--- config.mk ---
export PLATFORM = sky130hd
export DESIGN_NAME = ppu_sprite_fetch
export DESIGN_NICKNAME = d
export VERILOG_FILES = /design/src/rtl/ppu_pkg.sv /design/src/rtl/spr_pattern_addr.sv /design/src/rtl/ppu_sprite_fetch.sv
export SDC_FILE = /design/constraint.sdc
export NUM_CORES = 1
export LEC_CHECK = 0
export ABC_CLOCK_PERIOD_IN_PS = 3300
export BUFFER_PORTS_ARGS = -buffer_cell sky130_fd_sc_hd__buf_4
export CORE_ASPECT_RATIO = 2
export CORE_UTILIZATION = 55
export CTS_BUF_LIST = sky130_fd_sc_hd__clkbuf_4
export CTS_CLUSTER_DIAMETER = 100
export DETAILED_ROUTE_END_ITERATION = 7
export HOLD_SLACK_MARGIN = 0.03
export PLACE_DENSITY = 0.82
export SYNTH_ARGS = -nofsm -noshare
export SYNTH_HDL_FRONTEND = slang
export SYNTH_SLANG_ARGS = --single-unit
--- constraint.sdc ---
create_clock -name clk -period 3.3 [get_ports clk]
set_input_delay 0.66 -clock clk [delete_from_list [all_inputs] [get_ports clk]]
set_output_delay 0.66 -clock clk [all_outputs]
set_load 0.01 [all_outputs]
--- src/rtl/ppu_pkg.sv ---
// ppu_pkg: shared sprite-fetch state type, timing constants and helpers
package ppu_pkg;

    typedef enum logic [1:0] {IDLE, FETCH, FLUSH} spr_state_t;

    localparam logic [8:0] SPR_FETCH_START   = 9'd256;
    localparam int         SPR_SLOTS         = 8;
    localparam logic [8:0] PRE_RENDER_LINE   = 9'd261;
    localparam logic [8:0] LAST_VISIBLE_LINE = 9'd239;
    localparam logic [3:0] LOAD_ALL          = 4'hF;
    localparam int         FETCH_DOTS        = SPR_SLOTS * 8;

    typedef struct packed {
        logic [7:0] pix1;
        logic [7:0] pix2;
        logic [7:0] x;
        logic [1:0] pal;
        logic       prio;
    } spr_load_t;

    function automatic logic [7:0] rev8(input logic [7:0] b);
        logic [7:0] r;
        for (int i = 0; i < 8; i++) r[i] = b[7-i];
        return r;
    endfunction

endpackage

--- src/rtl/spr_pattern_addr.sv ---
// spr_pattern_addr: sprite pattern table address from row offset, tile and plane
module spr_pattern_addr (
    input  logic        obj_size,
    input  logic        obj_patt,
    input  logic [3:0]  y,
    input  logic [7:0]  tile,
    input  logic        vflip,
    input  logic        plane,
    output logic [13:0] addr
);
    logic [3:0] row;
    always_comb begin
        row  = !vflip ? y : obj_size ? y ^ 4'hF : {y[3], y[2:0] ^ 3'h7};
        addr = obj_size ? {1'b0, tile[0], tile[7:1], row[3], plane, row[2:0]}
                        : {1'b0, obj_patt, tile, plane, row[2:0]};
    end
endmodule

--- src/rtl/ppu_sprite_fetch.sv ---
// ppu_sprite_fetch: per-line sprite pattern fetch sequencer for dots 256..320
module ppu_sprite_fetch
    import ppu_pkg::*;
(
    input  logic        clk,
    input  logic        i_rst,
    input  logic        i_ce,
    input  logic [8:0]  i_cycle,
    input  logic [8:0]  i_scanline,
    input  logic        i_rendering,
    input  logic        i_obj_size,
    input  logic        i_obj_patt,
    input  logic [7:0]  i_oam_bus,
    output logic [13:0] o_vram_addr,
    output logic        o_vram_rd,
    input  logic [7:0]  i_vram_data,
    output logic [3:0]  o_load,
    output logic [26:0] o_load_data,
    output logic        o_busy
);
    spr_state_t state, nxt;
    logic [5:0] cnt;
    logic [2:0] phase;
    logic [7:0] y, tile, x, lo;
    logic       vflip, hflip, prio;
    logic [1:0] pal;
    logic [3:0] load;
    logic [13:0] paddr;
    logic       start, last, rd, empty, loading;
    spr_load_t  load_data, ld_next;

    assign phase = cnt[2:0];
    assign start = i_cycle == SPR_FETCH_START &&
                   (i_scanline <= LAST_VISIBLE_LINE || i_scanline == PRE_RENDER_LINE);

    always_comb begin
        last    = cnt == 6'(FETCH_DOTS - 1);
        nxt     = !i_rendering ? IDLE :
                  state == IDLE ? (start ? FETCH : IDLE) :
                  state == FETCH ? (last ? FLUSH : FETCH) : IDLE;
        rd      = state == FETCH && (phase == 3'd4 || phase == 3'd6);
        loading = state == FETCH && phase == 3'd7 && i_rendering;
        empty   = y[7:4] != 4'd0;
        // high byte goes straight from the bus into the load word at the end of phase7
        ld_next.pix1 = empty ? 8'h00 : hflip ? lo : rev8(lo);
        ld_next.pix2 = empty ? 8'h00 : hflip ? i_vram_data : rev8(i_vram_data);
        ld_next.x    = x;
        ld_next.pal  = pal;
        ld_next.prio = prio;
    end

    spr_pattern_addr u_addr (
        .obj_size (i_obj_size),
        .obj_patt (i_obj_patt),
        .y        (y[3:0]),
        .tile     (tile),
        .vflip    (vflip),
        .plane    (phase[1]),
        .addr     (paddr)
    );

    always_ff @(posedge clk or posedge i_rst) begin
        if (i_rst) begin
            state     <= IDLE;
            cnt       <= '0;
            y         <= '0;
            tile      <= '0;
            x         <= '0;
            lo        <= '0;
            vflip     <= 1'b0;
            hflip     <= 1'b0;
            prio      <= 1'b0;
            pal       <= '0;
            load      <= '0;
            load_data <= '0;
        end else if (i_ce) begin
            state <= nxt;
            cnt   <= state == FETCH && nxt == FETCH ? cnt + 6'd1 : '0;
            load  <= loading ? LOAD_ALL : 4'h0;
            if (loading) load_data <= ld_next;
            if (state == FETCH) begin
                if (phase == 3'd0) y <= i_oam_bus;
                if (phase == 3'd1) tile <= i_oam_bus;
                if (phase == 3'd2) {vflip, hflip, prio, pal} <= {i_oam_bus[7:5], i_oam_bus[1:0]};
                if (phase == 3'd3) x <= i_oam_bus;
                if (phase == 3'd5) lo <= i_vram_data;
            end
        end
    end

    assign o_vram_rd   = rd;
    assign o_vram_addr = rd ? paddr : 14'h0;
    assign o_load      = load;
    assign o_load_data = load_data;
    assign o_busy      = state != IDLE;
endmodule

==> tab_implementation.tex <==
\begin{tabular}{lr}
\hline
Metric & Value \\
\hline
\multicolumn{2}{l}{\textbf{Synthesis}} \\
Post-synth cell types & 42 \\
Count of flip-flops with a built-in enable after synthesis & 0 \\
Synth top area share & 53.8\% \\
Main flop type after synthesis & dfrtp\_1 \\
Net count after synthesis & 309 \\
Post-synthesis sequential element count & 73 \\
Cell types occupying the most area after synthesis & dfrtp\_1 (54\%), mux2\_2 (16\%), mux2i\_1 (5.3\%) \\
Share of the yosys chip area belonging to registers & 53.8\% \\
Gate count after technology mapping & 263 \\
Synthesized cell area & 0.00340 mm² \\
Mean area per synthesized cell & 12.9 µm² \\
Async set-or-reset flop fraction in the synthesized netlist & 100\% \\
Cell accounting for the most synthesized area & dfrtp\_1 \\
Yosys warning count & 0 \\
\multicolumn{2}{l}{\textbf{Final layout}} \\
Fin nets & 392 \\
Inserted Diodes & 0 \\
Most common cell after layout, fill and taps aside & buf\_4 \\
Top library cells by usage in the layout, fill and taps aside & buf\_4 (88), dfrtp\_1 (73), mux2\_2 (47) \\
Ratio of cells with drive above 1 in the final layout & 47.9\% \\
Cell Count, Final, Fillers Out & 414 \\
Area Growth Syn to Fin & 23.1\% \\
\multicolumn{2}{l}{\textbf{STA}} \\
Clock Skew & 0.00974 ns \\
Final worst-path cycle share & 84.6\% \\
Remaining max-slew budget at the tightest pin & 42.8\% \\
Hold Vio Cnt, Final & 0 \\
Actual slew at the worst max-slew pin & 0.858 ns \\
Final critical delay including setup and external delays & 2.79 ns \\
Pins Over Slew Limit & 0 \\
Maximum clock frequency & 358 MHz \\
Worst Hold Margin & 0.203 ns \\
Smallest setup slack after layout & 0.507 ns \\
Final setup violation count & 0 \\
Setup repair after global routing missed its margin & false \\
Setup Total Neg Slack & 0 ns \\
\multicolumn{2}{l}{\textbf{Die}} \\
DIE AREA & 0.00651 mm² \\
Die boundary width & 57.6 µm \\
Effective utilization at floorplan & 57.0\% \\
Number of standard-cell rows in the floorplan & 40 \\
Overall die height & 113 µm \\
Top Ports & 87 \\
Core ar. & 0.00596 mm² \\
\multicolumn{2}{l}{\textbf{GRT}} \\
Global-route wire length before repair & 10700 µm \\
Vias in the first global route & 2369 \\
Number of antenna violations at the first check in global routing & 0 \\
Remaining global-route overflow & 0 \\
Maximum number of pins on one net before global-route repair & 41 \\
Global Route Usage Sum & 22.0\% \\
\multicolumn{2}{l}{\textbf{Drt}} \\
Uppermost metal layer occupied by signal nets & met4 \\
Detailed Routing Iterations Pass 1 & 6 \\
Initial drt markers & 79 \\
Routed wire length per instance & 16.0 µm \\
Number of DRC violations after detailed routing & 5 \\
Sum of met2 wire segment lengths after detailed routing & 3740 µm \\
Number of nets with antenna violations after detailed routing & 0 \\
Met1 layer wirelength in the final routing & 2500 µm \\
Total wire length after detailed routing & 6620 µm \\
Detail-routed via count per cell & 5.57 \\
Vias & 2307 \\
Detailed-routed wire length on met3 & 273 µm \\
\multicolumn{2}{l}{\textbf{Clock network}} \\
Post-CTS setup buffers & 0 \\
Number of gates given a new drive strength after cts & 0 \\
Longest Clk Path Bufs & 2 \\
Clock root buffer & clkbuf\_4 \\
Clock input transition at the sequential cells of the worst setup and hold paths & 0.11 ns \\
Clock buffers created by TritonCTS & 9 \\
Clock tree from TritonCTS & built \\
H-tree lvl count & 3 \\
Quantity of hold-fixing buffers added after cts & 0 \\
Count of clock tree sinks & 73 \\
Clock latency reported for the late side of the worst-skew pair & 0.42 ns \\
\multicolumn{2}{l}{\textbf{Critical path}} \\
Class of the most critical setup path & reg -> out \\
Signal arrival time at the worst endpoint & 2.13 ns \\
Slowest Stage Delay on Critical Path & 0.44 ns \\
Sum of buffers and inverters on the critical path & 3 \\
Cell chain of the critical path & inv\_1 -> ha\_1 -> o21ai\_0 -> or3\_1 -> inv\_2 -> and2\_1 -> buf\_4 \\
Crit-path max FO & 8 \\
Highest-delay cell along the critical path & dfrtp\_1 \\
Category of the worst setup path launch point & register \\
Data required time at the worst endpoint & 2.64 ns \\
Crit-path leading delay family & simple AND/OR/NAND/NOR gates \\
Kind of capture point of the worst setup path & output pin \\
\multicolumn{2}{l}{\textbf{Placement}} \\
Port bufs & 85 \\
Worst Setup Slack post-DPL & 0.946 ns \\
Inst Count DP & 398 \\
Final HPWL from detailed placement & 4940 µm \\
Routability cong. & 0.826 \\
\multicolumn{2}{l}{\textbf{Power and ir drop}} \\
Leakage power summed over all cells & 2.09 nW \\
Peak supply drop & 0.365 mV \\
PD cells & 413 mW/mm² \\
Design Power & 1.72 mW \\
\multicolumn{2}{l}{\textbf{Outcome}} \\
Outcome & complete, but fails checks \\
Violations in the final reports & design-rule violations \\
\multicolumn{2}{l}{\textbf{Hold path}} \\
Class of the tightest hold or removal check & in -> async \\
\multicolumn{2}{l}{\textbf{Flow run}} \\
Maximum capacitance violations & 0 \\
\hline
\end{tabular}
## cell usage after synthesis, types with 6 or more instances
master / count
mux2_2: 47
dfrtp_1: 73
inv_1: 8
nand2_1: 20
ha_1: 6
o31ai_1: 6
mux2i_1: 18
and2_1: 7
nor2_1: 11
o31ai_2: 10
## stage by stage
step	util [%]	instance area, µm²
floorplan	-	3400
global placement	67.6	4030
detailed placement	67.6	4030
CTS	70.2	4180
global route	70.2	4180
finish	70.2	4180
## state kept, by name (all words and copies together) (netlist names), 2 cells and up
name / cells
x: 8
tile: 8
cnt: 6
state: 2
o_load_data: 27
pal: 2
y: 8
lo: 8
## worst register-to-register path: stages (launching register included)
cell and delay [ns]:
dfrtp_1 0.44, nor2b_1 0.42, nand4_4 0.62, buf_4 0.40, o31ai_2 0.23
## cell type report
cell class | count | area [µm²]
Sequential cell | 73 | 1830
Tap cell | 63 | 78.8
Clock inverter | 7 | 85.1
Fill cell | 460 | 1780
Inverter | 9 | 33.8
Multi-Input combinational cell | 165 | 1430
Timing Repair Buffer | 88 | 661
Clock buffer | 9 | 67.6
## cells by family after synthesis
family | count (synthesis) | share of synthesized area [%]
flops | 73 | 53.8
mux | 66 | 21.2
simple gates | 59 | 9.65
compound gates | 26 | 7.04
buf+inv | 25 | 4.20
xor+xnor | 7 | 1.80
fa+ha+maj | 6 | 2.21
other cells | 1 | 0.110
## power breakdown
| part | total (mW) | internal [mW] | switching [mW] |
|---|---|---|---|
| Sequential | 0.953 | 0.928 | 0.0246 |
| Combinational | 0.171 | 0.0822 | 0.0889 |
| Clock | 0.601 | 0.300 | 0.301 |
## metal layers
metal  GRT usage (%)  vias up
met1            22.4     1152
met3            6.17        8
met4            10.1        0
met2            39.9       56
met5               0        -
li1                -     1091
## worst paths after layout
| kind | startpoint | endpoint | slack [ns] | cells past startpoint |
|---|---|---|---|---|
| max in group asynchronous | i_rst | o_load_data[3] | 2.36 | 3 |
| min in group clk | i_vram_data[0] | lo[0] | 0.49 | 2 |
| min reg2reg | o_load_data[24] | o_load_data[24] | 0.49 | 2 |
| max reg2reg | state[1] | o_load_data[14] | 1.11 | 4 |
| max | cnt[1] | o_vram_addr[11] | 0.51 | 7 |
| min | i_rst | x[6] | 0.20 | 2 |
Note: power is estimated with default switching activity, not from simulation.
